==> config.mk <==
export PLATFORM = sky130hd
export DESIGN_NAME = fetch_decode_buf
export DESIGN_NICKNAME = d
export VERILOG_FILES = /design/src/rtl/fetch_pkg.sv /design/src/rtl/fdb_field_decode.sv /design/src/rtl/fetch_decode_buf.sv
export SDC_FILE = /design/constraint.sdc
export NUM_CORES = 1
export LEC_CHECK = 0
export CAP_MARGIN = 25
export CELL_PAD_IN_SITES_DETAIL_PLACEMENT = 0
export CELL_PAD_IN_SITES_GLOBAL_PLACEMENT = 2
export CORE_UTILIZATION = 37
export DETAILED_ROUTE_END_ITERATION = 6
export PLACE_DENSITY = 0.92
export SLEW_MARGIN = 0
export SYNTH_ARGS = -nofsm -noshare
export SYNTH_HDL_FRONTEND = slang
export SYNTH_HIERARCHICAL = 1
export SYNTH_SLANG_ARGS = --single-unit
==> constraint.sdc <==
create_clock -name clk -period 12.65 [get_ports clk]
set_input_delay 2.53 -clock clk [delete_from_list [all_inputs] [get_ports clk]]
set_output_delay 2.53 -clock clk [all_outputs]
set_load 0.1 [all_outputs]
==> src/rtl/fetch_pkg.sv <==
// Shared constants and the buffer entry type for the fetch/decode buffer.
package fetch_pkg;

  localparam logic [31:0] NopInstr = 32'h0000_0013;

  localparam int unsigned XLen     = 32;
  localparam int unsigned OpcodeW  = 7;
  localparam int unsigned RegW     = 5;
  localparam int unsigned Funct3W  = 3;

  typedef struct packed {
    logic [XLen-1:0] pc;
    logic [XLen-1:0] pc_nxt;
    logic [XLen-1:0] instr;
  } fdb_entry_t;

endpackage

==> src/rtl/fdb_field_decode.sv <==
// Splits the head instruction into its RISC-V fields and flags non-32-bit encodings.
module fdb_field_decode
  import fetch_pkg::*;
(
  input  logic               valid_i,
  input  logic [24:0]        instr_i,
  output logic [OpcodeW-1:0] opcode_o,
  output logic [RegW-1:0]    rd_o,
  output logic [Funct3W-1:0] funct3_o,
  output logic [RegW-1:0]    rs1_o,
  output logic [RegW-1:0]    rs2_o,
  output logic               illegal_o
);

  assign opcode_o  = instr_i[6:0];
  assign rd_o      = instr_i[11:7];
  assign funct3_o  = instr_i[14:12];
  assign rs1_o     = instr_i[19:15];
  assign rs2_o     = instr_i[24:20];
  // Only 32-bit encodings (low bits 2'b11) are legal here.
  assign illegal_o = valid_i && (instr_i[1:0] != 2'b11);

endmodule

==> src/rtl/fetch_decode_buf.sv <==
// Two-entry in-order skid buffer between fetch and decode.
// Optional FDB_DROP_ZERO_EN: accepted all-zero words are consumed but never enqueued.
module fetch_decode_buf
  import fetch_pkg::*;
#(
  parameter logic [31:0] NOP_INSTR = NopInstr
) (
  input  logic        clk,
  input  logic        rst,
  input  logic        in_valid,
  output logic        in_ready,
  input  logic [31:0] in_pc,
  input  logic [31:0] in_pc_nxt,
  input  logic [31:0] in_instr,
  input  logic        flush,
  output logic        out_valid,
  input  logic        out_ready,
  output logic [31:0] out_pc,
  output logic [31:0] out_pc_nxt,
  output logic [31:0] out_instr,
  output logic [6:0]  out_opcode,
  output logic [4:0]  out_rd,
  output logic [2:0]  out_funct3,
  output logic [4:0]  out_rs1,
  output logic [4:0]  out_rs2,
  output logic        out_illegal
);

  typedef enum logic [1:0] {StEmpty, StOne, StFull} state_e;

  state_e     state_q;
  fdb_entry_t head_q, tail_q;
  fdb_entry_t in_entry;
  logic       push, pop, enq;

  assign in_entry = '{pc: in_pc, pc_nxt: in_pc_nxt, instr: in_instr};

  // Handshake signals depend on state only, so no ready path crosses the buffer.
  assign in_ready  = (state_q != StFull);
  assign out_valid = (state_q != StEmpty);

  assign push = in_valid && in_ready;
  assign pop  = out_valid && out_ready;

`ifdef FDB_DROP_ZERO_EN
  assign enq = push && (in_instr != '0);
`else
  assign enq = push;
`endif

  always_ff @(posedge clk or posedge rst) begin
    if (rst) begin
      state_q <= StEmpty;
      head_q  <= '0;
      tail_q  <= '0;
    end else if (flush) begin
      state_q <= StEmpty;
    end else begin
      unique case (state_q)
        StEmpty: begin
          if (enq) begin
            head_q  <= in_entry;
            state_q <= StOne;
          end
        end
        StOne: begin
          if (enq && pop) begin
            head_q <= in_entry;
          end else if (enq) begin
            tail_q  <= in_entry;
            state_q <= StFull;
          end else if (pop) begin
            state_q <= StEmpty;
          end
        end
        StFull: begin
          if (pop) begin
            head_q  <= tail_q;
            state_q <= StOne;
          end
        end
        default: state_q <= StEmpty;
      endcase
    end
  end

  assign out_pc     = out_valid ? head_q.pc     : '0;
  assign out_pc_nxt = out_valid ? head_q.pc_nxt : '0;
  assign out_instr  = out_valid ? head_q.instr  : NOP_INSTR;

  fdb_field_decode u_field_decode (
    .valid_i   (out_valid),
    .instr_i   (out_instr[24:0]),
    .opcode_o  (out_opcode),
    .rd_o      (out_rd),
    .funct3_o  (out_funct3),
    .rs1_o     (out_rs1),
    .rs2_o     (out_rs2),
    .illegal_o (out_illegal)
  );

endmodule

### Yosys cells after proc, flatten, opt, wreduce, memory -nomap -nowiden

Cells that the tools add are included.

| storage, ports and cells | value |
|---|---|
| memory bits (writable) | 0 |
| memories | 0 |
| word-level logic and storage cells | 44 |
| output and inout bits | 124 |
| bits in registers | 194 |
| ROM bits | 0 |
| input bits | 101 |
| bits in latches | 0 |

| operators by class | value |
|---|---|
| eq/ne operators | 11 |
| div/mod/pow operators | 0 |
| shift-type cells | 0 |
| bitwise gates (word level) | 2 |
| reductions and logical operators | 10 |
| $add $sub $neg | 0 |
| $mul | 0 |
| muxes and demuxes | 14 |
| $lt $le $gt $ge | 0 |

Operators by type and width:

| cell | number |
|---|---|
| 96-bit 2-to-1 mux | 3 |
| 96-bit case mux with 3 select lines | 1 |
| 32-bit 2-to-1 mux | 3 |
| 2-bit 2-to-1 mux | 6 |
| 2-bit inequality test, second input constant | 5 |
| 3-bit inequality test, second input constant | 3 |
| 4-bit AND reduction | 2 |
| 2-bit case mux with 3 select lines | 1 |
| 5-bit AND reduction | 1 |
| 1-bit logical AND | 4 |
| 4-bit inequality test, second input constant | 1 |
| 3-bit nonzero test | 1 |
| 2-bit by 1-bit equality test with 1-bit output, second input constant | 1 |
| 2-bit equality test, second input constant | 1 |
| 2-bit logical NOT | 1 |
| 1-bit NOT | 2 |
| 2-bit nonzero test | 1 |

### Depth between registers and ports, before layout

| logic depth | value |
|---|---|
| word-level depth | 7 |
| depth in mapped cells | 6 |
| depth with buffers taken out | 4 |

### Hierarchy

Netlist, hierarchy kept.

By module, submodules not included:

| module | sequential area each (µm²) | cells an instance | times used | area each (µm²) |
|---|---|---|---|---|
| fetch_decode_buf | 4854.7 | 636 | 1 | 9160.0 |
| fdb_field_decode | 0.0 | 26 | 1 | 198.9 |

### Worst setup path after synthesis

Ideal clock, no wire load.

| timing path | value |
|---|---|
| kind | register to output |
| start point | register state_q[1] |
| end point | output out_rs2[2] |
| data required time | 10.120 ns |
| data arrival time | 3.022 ns |
| path buffers | 3 |
| stages on the path, launching flop included | 6 |
| setup slack | 7.098 ns |
| cells stage by stage | dfrtp_1 > or2_2 > clkbuf_1 > clkbuf_1 > and2_1 > buf_4 |

| on the way | value |
|---|---|
| cells in the longest elaborated chain, start to end | 2 |

RTL lines:

| element | RTL line | source |
|---|---|---|
| start: declaration | fetch_decode_buf.sv:31 | `state_e state_q;` |
| start signal: assignment | fetch_decode_buf.sv:53 | `state_q <= StEmpty;` |
| start signal: assignment | fetch_decode_buf.sv:57 | `state_q <= StEmpty;` |
| start signal: assignment | fetch_decode_buf.sv:63 | `state_q <= StOne;` |
| 2-bit nonzero test | fetch_decode_buf.sv:40 | `assign out_valid = (state_q != StEmpty);` |
| named net out_valid | fetch_decode_buf.sv:16 | `output logic out_valid,` |
| 32-bit 2-to-1 mux | fetch_decode_buf.sv:89 | `assign out_instr = out_valid ? head_q.instr : NOP_INSTR;` |
| end: declaration | fetch_decode_buf.sv:25 | `output logic [4:0] out_rs2,` |

The timed path passes the listed nets, and every way through them passes these cells.

### Final worst setup path

| timing path | value |
|---|---|
| start point | register state_q[0] |
| end point | output out_pc[9] |

| on the way | value |
|---|---|
| cells in the longest elaborated chain, start to end | 2 |

RTL lines:

| element | RTL line | source |
|---|---|---|
| 2-bit nonzero test | fetch_decode_buf.sv:40 |  |
| 32-bit 2-to-1 mux | fetch_decode_buf.sv:87 | `assign out_pc = out_valid ? head_q.pc : '0;` |
| end: declaration | fetch_decode_buf.sv:18 | `output logic [31:0] out_pc,` |

No other way between the ends.

==> results.json <==
{
  "postSynthAreaPerCell_um2": 14.1,
  "drive_gt1_share_pct": 34.3,
  "grt_usage_pct": 15.9,
  "firstDrtPassIters": 6,
  "timing.max_cap.violations": 0,
  "post_cts_buffers": 0,
  "io_pins": 225,
  "final-max-slew-violation-count": 0,
  "root_buffer": "clkbuf_16",
  "synth_area_um2": 9360,
  "wl_met1_um": 9500,
  "slowest_delay_ns": 1.17,
  "rsz0062_at_grt": "no",
  "avgRoutedWirePerCell_um": 16.6,
  "fin_total_pwr_mw": 2.07,
  "syn_nets": 763,
  "final_hold_viol_count": 0,
  "ys_ff_latch": 194,
  "numCtsBuffers": 17,
  "hold_buffers": 0,
  "critPathMaxFanout": 60,
  "placedInstanceArea_um2": 11700,
  "clock_latency_ns": 0.43,
  "max_freq_mhz": 167,
  "maxUsedRoutingLayer": "met4",
  "syn2layout_area_growth_pct": 31.1,
  "synth_seq_area_share_pct": 51.9,
  "antenna_left": 0,
  "n_antenna_cell": 0,
  "clkSinkCount": 194,
  "status": "finished, final reports clean",
  "setup_tns_ns": 0,
  "finalCritPeriodShare_pct": 47.4,
  "ys_types": 24,
  "clk_pin_slew_ns": 0.07,
  "tightest_slew_ns": 1.03,
  "vias": 5680,
  "fillers": 2185,
  "slew_headroom_pct": 31.2,
  "globalplace.congestion": 0.707,
  "die_x_um": 161,
  "period_needed_ns": 6.00,
  "worstPathCellList": "or2_2 -> buf_4 -> and2_1 -> clkdlybuf4s50_1",
  "setup_viol": 0,
  "wl_met2_um": 8890,
  "fin_area_um2": 12300,
  "yosysWarnings": 6,
  "grt_max_degree": 136,
  "dieArea_um2": 25900,
  "fin_cells": 1183,
  "dpl.hpwl_um": 12400,
  "routed_wl_um": 19700,
  "antenna_found_initial": 0,
  "hp-class": "reg -> reg",
  "cts_buffer_depth": 2,
  "finClkSkew_ns": 0.0130,
  "viasPerCell": 4.80,
  "htree_levels": 4,
  "arrival_ns": 3.47,
  "finish.net_count": 948,
  "ir_drop_v": 0.0000751,
  "grt_pass1_vias": 5979,
  "drcViolationCount": 0,
  "die_h_um": 161,
  "numPortBuffers": 224,
  "grt_pass1_wl_um": 32400,
  "dr_wl_met3_um": 1080,
  "initial_core_util_pct": 38.1,
  "overflow": 0,
  "drtIter0Drc": 185,
  "p_leak_nw": 5.11,
  "power_density_nw_per_um2": 169,
  "setup.worst_path.class": "reg -> out",
  "num_rows": 57,
  "slowest_stage": "clkdlybuf4s50_1",
  "synth_cells": 662,
  "cts-resized-gates": 0,
  "required_ns": 10.12,
  "end_kind": "output port",
  "start_kind": "register",
  "cts_tree": "yes",
  "core_area_um2": 24500,
  "post-place-cells": 1151
}
layout by cell type (no fill, tap or decap), drive strengths merged:
cell type / n
dfrtp: 194
nand3b: 1
o21a: 1
a21oi: 3
nor2b: 2
inv: 10
clkinv: 2
or2: 1
o22a: 1
nand2: 2
a21boi: 1
clkdlybuf4s50: 224
nand2b: 4
clkbuf: 19
clkinvlp: 1
nor2: 1
nor3b: 1
and2: 93
bufinv: 1
mux2: 288
buf: 8
nor3: 1
registers in the layout (all words and copies together), names as in the netlist:
name,flops
head_q,96
tail_q,96
state_q,2
cells in the mapped netlist:
cell type / instances / area [um^2]
mux2_2: 219 / 2470
dfrtp_1: 194 / 4850
and2_1: 93 / 582
mux2_1: 40 / 450
buf_4: 35 / 263
mux2_4: 29 / 435
buf_2: 16 / 80.1
clkbuf_1: 11 / 41.3
buf_6: 4 / 45.0
nand2b_1: 4 / 25.0
a21oi_1: 2 / 10.0
nand2_1: 2 / 7.51
nor2b_2: 2 / 17.5
a21boi_2: 1 / 11.3
a21oi_2: 1 / 8.76
inv_1: 1 / 3.75
inv_4: 1 / 6.26
nand3b_1: 1 / 7.51
nor2_1: 1 / 3.75
nor3_1: 1 / 5.00
nor3b_2: 1 / 12.5
o21a_1: 1 / 7.51
o22a_1: 1 / 8.76
or2_2: 1 / 6.26
metal layers:
metal  global-route usage [%]  vias to the layer above
met3                     4.60                       13
met2                     24.6                      147
li1                         -                     2649
met4                     3.64                        0
met5                        0                        -
met1                     22.0                     2871
cell families after synthesis:
family / after synthesis / synth area share, %
and+or+nand+nor: 106 / 7.13
DFF: 194 / 51.9
buffers and inverters: 68 / 4.69
AOI/OAI and AO/OA: 6 / 0.495
muxes: 288 / 35.8
worst max-delay path, delay by kind of cell, from the launching register on:
family / cells / cell delay, ns
buffers and inverters: 2 / 1.77
AND/OR/NAND/NOR: 2 / 0.79
flip-flops: 1 / 0.46
area by class of cell:
| type | instances | area [um^2] | area share (%) |
|---|---|---|---|
| sequential | 194 | 4850 | 39.6 |
| multi-input combinational | 400 | 4080 | 33.3 |
| timing repair buffer | 232 | 2320 | 18.9 |
| clock buffer | 19 | 453 | 3.69 |
| tap | 324 | 405 | 3.30 |
| clock inverter | 12 | 135 | 1.10 |
| inverter | 2 | 17.5 | 0.143 |
metrics by stage:
step / setup WS, ns / util (%) / hold slack [ns]
final: 6.65 / 50.0 / 0.485
after global routing: 6.42 / 50.0 / 0.501
after CTS: 6.59 / 49.9 / 0.488
after detailed placement: 7.05 / 47.5 / 0.471
after global placement: 7.08 / 47.5 / 0.462
after floorplan: 4.84 / - / 0.452
final timing paths:
path                             from    endpoint  slack (ns)  cells after the start
setup / recovery           state_q[0]   out_pc[9]        6.65                      4
hold reg to reg             tail_q[0]   tail_q[0]        0.48                      1
setup reg to reg           state_q[0]   head_q[0]        9.90                      6
hold / removal              tail_q[0]   tail_q[0]        0.48                      1
min in group asynchronous         rst  head_q[11]        2.49                      2
max in group asynchronous         rst   head_q[0]        8.57                      4
where the power goes:
part           internal, mW  switching [mW]  total, mW
registers             0.770          0.0697      0.840
clock network         0.290           0.253      0.543
logic                 0.248           0.438      0.686
total                  1.31           0.761       2.07
(Power assumes the default switching activity.)
